==> src/rtl/rca_accumulator_8_pkg.sv <==
// ============================================================================
// Module   : rca_accumulator_8_pkg
// Brief    : Shared state encoding and datapath width for rca_accumulator_8.
// Revision : 1.0  initial release
// ============================================================================
`default_nettype none

package rca_accumulator_8_pkg;

    localparam int c_DATA_W = 8;

    typedef enum logic [1:0] {
        IDLE  = 2'd0,
        ACCUM = 2'd1,
        HOLD  = 2'd2
    } state_e;

endpackage

`default_nettype wire

==> src/rtl/rca_accumulator_8_fa_rca_8.sv <==
// ============================================================================
// Module   : fa_rca_8
// Brief    : 8-bit ripple-carry adder built from a chain of full adders.
// Revision : 1.0  initial release
// ============================================================================
`default_nettype none

module fa_rca_8
    import rca_accumulator_8_pkg::*;
(
    input  logic [c_DATA_W-1:0] a_i,
    input  logic [c_DATA_W-1:0] b_i,
    input  logic                cin_i,
    output logic [c_DATA_W-1:0] sum_o,
    output logic                carry_o
);

    logic [c_DATA_W:0] w_c;

    assign w_c[0] = cin_i;

    for (genvar i = 0; i < c_DATA_W; i++) begin : g_bit
        assign sum_o[i]  = a_i[i] ^ b_i[i] ^ w_c[i];
        assign w_c[i+1]  = (a_i[i] & b_i[i]) | (w_c[i] & (a_i[i] ^ b_i[i]));
    end

    assign carry_o = w_c[c_DATA_W];

endmodule

`default_nettype wire

==> src/rtl/rca_accumulator_8.sv <==
// ============================================================================
// Module   : rca_accumulator_8
// Brief    : Packet accumulator around fa_rca_8 with valid/ready in and out.
//            Define SATURATE_EN to clamp the sum at 8'hFF after any carry-out.
// Revision : 1.0  initial release
// ============================================================================
`default_nettype none

module rca_accumulator_8
    import rca_accumulator_8_pkg::*;
#(
    parameter int MAX_BEATS = 16,
    parameter int COUNT_W   = $clog2(MAX_BEATS + 1)
) (
    input  logic                clk,
    input  logic                rst,
    input  logic                in_valid,
    output logic                in_ready,
    input  logic [c_DATA_W-1:0] in_data,
    input  logic                in_last,
    output logic                out_valid,
    input  logic                out_ready,
    output logic [c_DATA_W-1:0] out_sum,
    output logic                out_carry,
    output logic [COUNT_W-1:0]  out_count
);

    state_e                state_q, state_d;
    logic [c_DATA_W-1:0]   acc_q, acc_d;
    logic                  carry_q, carry_d;
    logic [COUNT_W-1:0]    count_q, count_d;

    logic [c_DATA_W-1:0]   w_add_sum;
    logic                  w_add_carry;
    logic [c_DATA_W-1:0]   w_acc_next;
    logic [COUNT_W-1:0]    w_count_inc;
    logic                  w_accept;
    logic                  w_hit_max;

    fa_rca_8 u_fa_rca_8 (
        .a_i     (acc_q),
        .b_i     (in_data),
        .cin_i   (1'b0),
        .sum_o   (w_add_sum),
        .carry_o (w_add_carry)
    );

    assign in_ready    = (state_q != HOLD);
    assign out_valid   = (state_q == HOLD);
    assign out_sum     = acc_q;
    assign out_carry   = carry_q;
    assign out_count   = count_q;

    assign w_accept    = in_valid && in_ready;
    assign w_count_inc = count_q + COUNT_W'(1);
    assign w_hit_max   = (w_count_inc == COUNT_W'(MAX_BEATS));

`ifdef SATURATE_EN
    // Once any carry has occurred the sum is pinned at all-ones for the packet.
    assign w_acc_next = (carry_q || w_add_carry) ? {c_DATA_W{1'b1}} : w_add_sum;
`else
    assign w_acc_next = w_add_sum;
`endif

    always_comb begin
        state_d = state_q;
        acc_d   = acc_q;
        carry_d = carry_q;
        count_d = count_q;
        case (state_q)
            IDLE, ACCUM: begin
                if (w_accept) begin
                    acc_d   = w_acc_next;
                    carry_d = carry_q | w_add_carry;
                    count_d = w_count_inc;
                    state_d = (in_last || w_hit_max) ? HOLD : ACCUM;
                end
            end
            HOLD: begin
                if (out_ready) begin
                    state_d = IDLE;
                    acc_d   = '0;
                    carry_d = 1'b0;
                    count_d = '0;
                end
            end
            default: begin
                state_d = IDLE;
                acc_d   = '0;
                carry_d = 1'b0;
                count_d = '0;
            end
        endcase
    end

    always_ff @(posedge clk) begin
        if (rst) begin
            state_q <= IDLE;
            acc_q   <= '0;
            carry_q <= 1'b0;
            count_q <= '0;
        end else begin
            state_q <= state_d;
            acc_q   <= acc_d;
            carry_q <= carry_d;
            count_q <= count_d;
        end
    end

endmodule

`default_nettype wire

==> config.mk <==
export PLATFORM = sky130hd
export DESIGN_NAME = rca_accumulator_8
export DESIGN_NICKNAME = d
export VERILOG_FILES = /design/src/rtl/rca_accumulator_8_pkg.sv /design/src/rtl/rca_accumulator_8_fa_rca_8.sv /design/src/rtl/rca_accumulator_8.sv
export SDC_FILE = /design/constraint.sdc
export NUM_CORES = 1
export LEC_CHECK = 0
export CAP_MARGIN = 20
export CORE_ASPECT_RATIO = 1.5
export CORE_UTILIZATION = 46
export CTS_CLUSTER_SIZE = 25
export DETAILED_ROUTE_END_ITERATION = 10
export PLACE_DENSITY = 0.76
export SKIP_CTS_REPAIR_TIMING = 1
export SYNTH_ARGS = -nofsm -noshare
export SYNTH_HDL_FRONTEND = slang
export SYNTH_HIERARCHICAL = 1
export SYNTH_SLANG_ARGS = --single-unit
==> constraint.sdc <==
create_clock -name clk -period 4.6 [get_ports clk]
set_input_delay 0.69 -clock clk [delete_from_list [all_inputs] [get_ports clk]]
set_output_delay 0.69 -clock clk [all_outputs]
set_load 0.02 [all_outputs]
---- After elaboration in Yosys (flattened, before gate mapping) ----
Cells that the tools add are included.
storage, ports and cells
  flip-flop bits (word level) ............. 16
  bits of input ports ..................... 13
  output and inout bits ................... 16
  logic and storage cells ................. 67
cells by class
  $add $sub $neg .......................... 1
  equal/unequal tests ..................... 6
  muxes and demuxes ....................... 13
  bitwise gates (word level) .............. 38
  reductions and logical operators ........ 5
operators by type and width
  kind                                                                      count
  8-bit 2-to-1 mux                                                          2
  8-bit case mux with 2 select lines                                        1
  1-bit AND                                                                 15
  1-bit bitwise XOR                                                         15
  5-bit 2-to-1 mux                                                          2
  5-bit case mux with 2 select lines                                        1
  1-bit OR                                                                  8
  2-bit 2-to-1 mux                                                          3
  5-bit by 1-bit adder with 5-bit output (second input constant)            1
  5-bit == test (second input constant)                                     1
  2-bit inequality test (second input constant)                             2
  2-bit case mux with 2 select lines                                        1
  2-bit by 1-bit == test with 1-bit output (second input constant)          1
  2-bit == test (second input constant)                                     1
  2-bit logical NOT                                                         1
  1-bit 2-to-1 mux                                                          2
  2-bit by 1-bit inequality test with 1-bit output (second input constant)  1
  1-bit case mux with 2 select lines                                        1
  2-bit AND reduction                                                       1
  2-bit OR reduction                                                        1
  1-bit logical AND                                                         1
  1-bit logical OR                                                          1

---- Logic depth before layout (Yosys ltp) ----
Gate-level depths: netlist of run 1.
  word-level depth ........................ 18
  mapped depth ............................ 15

---- Hierarchy ----
Netlist of run 1, hierarchy kept.
by module, submodules not included
  module             times used  cells an instance  area each (um2)  sequential area each (um2)
  rca_accumulator_8  1           93                 792.0            320.3
  fa_rca_8           1           18                 197.7            0.0

---- Least setup slack after synthesis of run 1 ----
OpenSTA, ideal clock, no wires.
  path type ............................... input port to flip-flop
  start ................................... input in_data[0]
  end ..................................... register acc_q[7] (netlist: out_sum[7])
  setup time .............................. 70 ps
  data arrival time ....................... 3884 ps
  path slack .............................. 646 ps
  stages .................................. 14
  path through ............................ fa_1 inv_1 fa_1 inv_1 fa_1 fa_1 fa_1 fa_1 fa_1 inv_1 fa_1 inv_1 nand3b_1 a21oi_1
on the way
  longest elaborated chain between the ends .. 16
ends and longest elaborated chain
  element                             RTL line                          text
  start, declared                     rca_accumulator_8.sv:19           input logic [c_DATA_W-1:0] in_data,
  1-bit AND (2 in series)             rca_accumulator_8_fa_rca_8.sv:24  assign w_c[i+1] = (a_i[i] & b_i[i]) | (w_c[i] & (a_i[i] ^ b_i[i]));
  1-bit OR                            rca_accumulator_8_fa_rca_8.sv:24
  1-bit AND                           rca_accumulator_8_fa_rca_8.sv:24
  1-bit OR                            rca_accumulator_8_fa_rca_8.sv:24
  1-bit AND                           rca_accumulator_8_fa_rca_8.sv:24
  1-bit OR                            rca_accumulator_8_fa_rca_8.sv:24
  1-bit AND                           rca_accumulator_8_fa_rca_8.sv:24
  1-bit OR                            rca_accumulator_8_fa_rca_8.sv:24
  1-bit AND                           rca_accumulator_8_fa_rca_8.sv:24
  1-bit OR                            rca_accumulator_8_fa_rca_8.sv:24
  1-bit AND                           rca_accumulator_8_fa_rca_8.sv:24
  1-bit OR                            rca_accumulator_8_fa_rca_8.sv:24
  1-bit bitwise XOR                   rca_accumulator_8_fa_rca_8.sv:23  assign sum_o[i] = a_i[i] ^ b_i[i] ^ w_c[i];
  via w_acc_next[7]                   rca_accumulator_8.sv:35           logic [c_DATA_W-1:0] w_acc_next;
  8-bit 2-to-1 mux                    rca_accumulator_8.sv:72           if (w_accept) begin
  8-bit case mux with 2 select lines  rca_accumulator_8.sv:70           case (state_q)
  end signal, assigned                rca_accumulator_8.sv:99           acc_q <= '0;
  end signal, assigned                rca_accumulator_8.sv:104          acc_q <= acc_d;
  end, declared                       rca_accumulator_8.sv:29           logic [c_DATA_W-1:0] acc_q, acc_d;
The timed path passes the listed nets, and every way through them passes these cells. The select of a mux whose other input is x is not followed.
A chain may end at the register's enable or synchronous reset.

---- Worst setup path after layout of run 1 ----
Ends and elaborated chain as after synthesis.

==> results.md, run 1 <==
- vias in the first global route: 870
- worst-margin pin slew: 0.781 ns
- endpoint class of the critical path: flip-flop
- number of diodes added for antenna fixing: 0
- placer's final routability congestion estimate: 0.639
- wire length per cell after detailed routing: 13.3 µm
- half-perimeter wire length of the detailed placement result: 1500 µm
- most used cell, CP: sky130_fd_sc_hd__fa_1
- remaining global-route overflow: 0
- Chip Height: 58.8 µm
- nets: 159
- sequential-to-total area share from yosys stat: 32.4%
- final hold violation count: 0
- number of antenna violations at the first check in global routing: 0
- share of cells above drive strength 1: 4.44%
- number of violations reported at the end of detailed-routing iteration 0: 19
- status: completed
- Max Cap Violations: 0
- DRT Pass-1 Iters: 4
- largest clock skew in the final design: 0.000694 ns
- layout overhead on the synthesized area: 29.6%
- mean instance size in the synthesized netlist: 8.92 µm²
- sequence of cells on the critical path: clkdlybuf4s50_1, fa_1, inv_1, fa_1, inv_1, fa_1, fa_1, fa_1, fa_1, fa_1, inv_1, fa_1, inv_1, nand3b_1, a21oi_1
- number of cells produced by synthesis: 111
- type of the worst setup path: primary input to flip-flop
- data required time at the worst endpoint: 4.80 ns
- H-tree level count: 1
- share of the cycle needed by the critical path after routing: 94.1%
- number of cell rows: 20
- buffering stage count on the worst path with inverters included: 5
- number of nets with antenna violations after detailed routing: 0
- count of buffers from port buffering: 28
- Worst Hold Class: flip-flop to flip-flop
- Core Box Area: 2030 µm²
- number of setup violations in the final report: 0
- static leakage: 0.496 nW
- maximum number of pins on one net before global-route repair: 24
- IO Count: 29
- power per unit of standard cell area: 271 nW/µm²
- minimum hold slack: 0.509 ns
- maximum resistive drop on vdd: 0.178 mV
- Horiz. Die Dim: 39.9 µm
- CTS tree: built
- Clock Latency Late Sink: 0.27 ns
- dominant delay contributor by cell family on the critical path: adder cells
- wire length reported by the detailed router: 2090 µm
- Mapped Nets: 133
- routed vias: 894
- post-synthesis instance area: 990 µm²
- delay contributed by the slowest stage of the critical path: 0.43 ns
- CP startpoint kind: primary input
- CTS Root Buffer Type: sky130_fd_sc_hd__clkbuf_4
- post-detailed-route via-to-cell ratio: 5.69
- Slew Limit Fails: 0
- Total Routing Usage GR: 20.3%
- total DRC errors in the routed layout: 0
- highest net fanout along the worst path: 1
- first-pass GRT wire length: 3430 µm
- buffer depth of the longest clock path: 2
- Inserted Clock Buffers: 3
- slowest cell on the critical path: sky130_fd_sc_hd__fa_1
- minimum clock period after layout: 4.33 ns
- initial cell density of the core: 48.8%
- final setup TNS: 0 ns
- Max Freq: 0.231 GHz
- Reg clk slew, reported paths: 0.09 ns
- headroom to the max-slew limit: 47.7%
- flops & latches, synth: 16
- reg2reg setup slack: 0.74 ns
- overall die area: 2340 µm²
- number of distinct standard cells referenced by the synthesized netlist: 30
- critical path data arrival time: 4.53 ns
- unrepaired setup endpoints after global routing: no
- clock sink total: 16
- Warnings, synthesis: 6
==> report_power, final <==
part,switching [W],internal (W)
logic,0.0000545,0.0000566
registers,0.0000147,0.000152
clock network,0.0000395,0.0000303
==> worst paths after layout <==
kind              startpoint  depth (start not counted)          to
setup / recovery  in_data[0]                         15  out_sum[7]
setup reg to reg  out_sum[0]                         14  out_sum[7]
hold reg to reg   out_sum[7]                          2  out_sum[7]
hold / removal    out_sum[7]                          2  out_sum[7]
==> synthesized netlist by cell type (all sizes together) <==
library cell  number  area share (%)
o2111ai            1            0.89
dfxtp             16              32
a21oi             11             5.6
nor4               1            0.63
nor2b              1            0.63
a311o              1             1.0
or3                2             1.3
a31oi              2             1.3
xnor2              1            0.89
nand3b            12             9.1
nor2               5             2.1
o21ai             10             5.1
nand2b             1            0.63
fa                 8              16
inv               12             4.6
buf                4             2.7
nand4b             1            0.89
a21bo              1             1.0
nand4              2             1.3
nand3              3             1.5
a2bb2oi            2             1.8
conb               1            0.38
nor3b              1             1.3
clkbuf             3             1.1
and4b              2             2.0
o211ai             1            0.76
nand2              5             1.9
ha                 1             1.3
==> state kept, by name, indices dropped and copies added (netlist names) <==
signal,flops
state_q,2
out_sum,8
out_carry,1
out_count,5
==> cell usage in the layout (no fill, tap or decap), types with 3 or more instances in the layout <==
cell / instances
sky130_fd_sc_hd__o21ai_0: 10
sky130_fd_sc_hd__nor2_1: 4
sky130_fd_sc_hd__clkdlybuf4s50_1: 28
sky130_fd_sc_hd__inv_1: 12
sky130_fd_sc_hd__nand3_1: 3
sky130_fd_sc_hd__nand3b_1: 12
sky130_fd_sc_hd__clkbuf_4: 3
sky130_fd_sc_hd__fa_1: 8
sky130_fd_sc_hd__a21oi_1: 11
sky130_fd_sc_hd__nand2_1: 5
sky130_fd_sc_hd__dfxtp_1: 16
==> logic make-up after synthesis <==
| kind of cell | Yosys count | share of synthesized area [%] |
|---|---|---|
| flops | 16 | 32.4 |
| buf+inv | 19 | 8.34 |
| compound gates | 29 | 17.3 |
| simple gates | 36 | 23.3 |
| fa+ha+maj | 9 | 17.4 |
| other cells | 1 | 0.379 |
| xor+xnor | 1 | 0.885 |
==> final cells by class <==
cell class,instances,area [µm²]
repair buffers,28,280
flip-flops and latches,16,320
multi-input cells,76,587
fillers,180,744
well taps,22,27.5
inverters,12,45.0
clock buffers,3,22.5
==> worst min-delay path, stage by stage, from the launching register on <==
cell and delay [ns]:
sky130_fd_sc_hd__dfxtp_1 0.33, sky130_fd_sc_hd__o21ai_0 0.07, sky130_fd_sc_hd__a21oi_1 0.06
==> through the flow <==
stage               area (µm²)  setup slack, ns  power [W]  std cells  utilization (%)
detailed placement        1260          -0.0145   0.000281        154             62.2
global route              1280           0.0905   0.000371        157             63.3
floorplan                  990            0.646   0.000233        111                -
finish                    1280            0.271   0.000347        157             63.3
global placement          1260           0.0495   0.000276        154             62.2
CTS                       1280            0.295   0.000351        157             63.3
==> per-layer routing <==
| layer | track usage, % | share of wire (%) | vias to the layer above |
|---|---|---|---|
| met5 | 0 | 0 | - |
| met4 | 5.91 | 0 | 0 |
| met3 | 3.77 | 4.6 | 0 |
| met2 | 34.1 | 52 | 22 |
| met1 | 25.2 | 44 | 440 |
| li1 | - | - | 432 |
Note: power is estimated with default switching activity, not from simulation.
==> run 2, diff against run 1 <==
--- a/config.mk
+++ b/config.mk
@@ -11,6 +11,7 @@
 export CTS_CLUSTER_SIZE = 25
 export DETAILED_ROUTE_END_ITERATION = 10
 export PLACE_DENSITY = 0.76
+export RECOVER_POWER = 50
 export SKIP_CTS_REPAIR_TIMING = 1
 export SYNTH_ARGS = -nofsm -noshare
 export SYNTH_HDL_FRONTEND = slang
==> results.md, run 2 (same netlist as run 1, synthesis figures left out) <==
- CTS Root Buffer Type: sky130_fd_sc_hd__clkbuf_4
- placer's final routability congestion estimate: 0.639, unchanged
- delay contributed by the slowest stage of the critical path: 0.43 ns, about the same
- share of cells above drive strength 1: 3.70%, -0.74 points
- most used cell, CP: sky130_fd_sc_hd__fa_1
- final setup TNS: 0 ns, unchanged
- Min-Delay Path Depth: 2, unchanged
- Horiz. Die Dim: 39.9 µm, unchanged
- Total Routing Usage GR: 20.3%, unchanged
- Worst Hold Class: flip-flop to flip-flop
- CP startpoint kind: primary input
- endpoint class of the critical path: flip-flop
- number of diodes added for antenna fixing: 0, unchanged
- remaining global-route overflow: 0, unchanged
- final worst setup slack: 0.271 ns, +0.000627 ns
- initial cell density of the core: 48.8%, unchanged
- final hold violation count: 0, unchanged
- slowest cell on the critical path: sky130_fd_sc_hd__fa_1
- CTS tree: built
- wire length per cell after detailed routing: 13.4 µm, +0.53%
- wire length reported by the detailed router: 2100 µm, +0.53%
- buffer depth of the longest clock path: 2, unchanged
- layout overhead on the synthesized area: 29.1%
- number of flip-flops under the largest register name: 8, unchanged
- largest clock skew in the final design: 0.000789 ns, +0.0000947 ns
- type of the worst setup path: primary input to flip-flop
- headroom to the max-slew limit: 4.94%, -43 points
- first-pass GRT wire length: 3430 µm, unchanged
- sequence of cells on the critical path: clkdlybuf4s50_1, fa_1, inv_1, fa_1, inv_1, fa_1, fa_1, fa_1, fa_1, fa_1, inv_1, fa_1, inv_1, nand3b_1, a21oi_1
- minimum clock period after layout: 4.33 ns, -0.000627 ns
- nets: 159, unchanged
- unrepaired setup endpoints after global routing: no
- dpl cells: 154, unchanged
- number of cells traversed by the worst register-to-register path: 14, unchanged
- post-detailed-route via-to-cell ratio: 5.69, unchanged
- routed vias: 894, unchanged
- maximum resistive drop on vdd: 0.177 mV, -0.38%
- DRT Pass-1 Iters: 4, unchanged
- dominant delay contributor by cell family on the critical path: adder cells
- Chip Height: 58.8 µm, unchanged
- buffering stage count on the worst path with inverters included: 5, unchanged
- count of buffers from port buffering: 28, unchanged
- static leakage: 0.525 nW, +5.8%
- Levels on crit path: 15, unchanged
- number of standard cells in the layout, taps in and fillers out: 157, unchanged
- share of the cycle needed by the critical path after routing: 94.1%, about the same
- number of nets with antenna violations after detailed routing: 0, unchanged
- Core Box Area: 2030 µm², unchanged
- minimum hold slack: 0.503 ns, -0.00673 ns
- Clock Latency Late Sink: 0.27 ns, about the same
- number of violations reported at the end of detailed-routing iteration 0: 17, -2
- vias in the first global route: 870, unchanged
- Max Freq: 0.231 GHz, about the same
- Reg clk slew, reported paths: 0.09 ns, about the same
- clock sink total: 16, unchanged
- Finished Core Util: 63.0%, -0.25 points
- data required time at the worst endpoint: 4.80 ns, about the same
- status: completed
- top library cells by usage in the layout, fill and taps aside: 16 x sky130_fd_sc_hd__clkdlybuf4s50_1, 16 x sky130_fd_sc_hd__dfxtp_1, 12 x sky130_fd_sc_hd__inv_1, 12 x sky130_fd_sc_hd__nand3b_1, 12 x sky130_fd_sc_hd__dlygate4sd3_1
- number of setup violations in the final report: 0, unchanged
- worst-margin pin slew: 1.42 ns, +0.642 ns
- highest net fanout along the worst path: 1, unchanged
- overall die area: 2340 µm², unchanged
- post-placement worst setup slack: -0.0145 ns, unchanged
- half-perimeter wire length of the detailed placement result: 1500 µm, unchanged
- critical path data arrival time: 4.53 ns, about the same
- Inserted Clock Buffers: 3, unchanged
- H-tree level count: 1, unchanged
- Slew Limit Fails: 0, unchanged
- IO Count: 29, unchanged
- power per unit of standard cell area: 269 nW/µm², -0.67%
- number of antenna violations at the first check in global routing: 0, unchanged
- Max Cap Violations: 0, unchanged
- maximum number of pins on one net before global-route repair: 24, unchanged
- number of cell rows: 20, unchanged
- total DRC errors in the routed layout: 0, unchanged
[run 2: changes by cell type in the layout (fill, tap and decap cells not counted)]
cell / change
sky130_fd_sc_hd__dlygate4sd3_1: +12
sky130_fd_sc_hd__nor3b_1: +1
sky130_fd_sc_hd__clkdlybuf4s50_1: -12
sky130_fd_sc_hd__nor3b_2: -1
[run 2: worst register-to-register path: stages (launching register included)]
cell and delay, ns:
sky130_fd_sc_hd__dfxtp_1 0.35, sky130_fd_sc_hd__fa_1 0.41, sky130_fd_sc_hd__inv_1 0.08, sky130_fd_sc_hd__fa_1 0.15, sky130_fd_sc_hd__inv_1 0.05, sky130_fd_sc_hd__fa_1 0.39, sky130_fd_sc_hd__fa_1 0.43, sky130_fd_sc_hd__fa_1 0.40
sky130_fd_sc_hd__fa_1 0.39, sky130_fd_sc_hd__fa_1 0.36, sky130_fd_sc_hd__inv_1 0.07, sky130_fd_sc_hd__fa_1 0.40, sky130_fd_sc_hd__inv_1 0.06, sky130_fd_sc_hd__nand3b_1 0.08, sky130_fd_sc_hd__a21oi_1 0.17
[run 2: power breakdown]
part | switching, W | internal [W]
combinational | 0.0000546 | 0.0000527
clock | 0.0000402 | 0.0000303
sequential | 0.0000141 | 0.000152
total | 0.000109 | 0.000235
[run 2: layout make-up]
type | count | area, µm²
inverter | 12 | 45.0
tap | 22 | 27.5
sequential | 16 | 320
multi-input combinational | 76 | 582
timing repair buffer | 28 | 280
clock buffer | 3 | 22.5
fill | 181 | 749
[run 2: stage by stage]
stage          area (µm²)  total power, W
2_1_floorplan         990        0.000233
3_3_place_gp         1260        0.000276
3_5_place_dp         1260        0.000281
4_1_cts              1280        0.000351
5_1_grt              1280        0.000367
6_report             1280        0.000343
[run 2: path summary, 6_finish.rpt]
kind	startpoint	to	slack, ns
setup / recovery	in_data[0]	out_sum[7]	0.27
setup reg to reg	out_sum[0]	out_sum[7]	0.74
hold reg to reg	out_sum[7]	out_sum[7]	0.50
hold / removal	out_sum[7]	out_sum[7]	0.50
[run 2: routing by layer]
metal	wire length (µm)	vias up	GRT usage [%]
li1	-	433	-
met1	936	443	25.2
met2	1070	18	34.1
met3	89	0	3.77
met4	0	0	5.91
met5	0	-	0
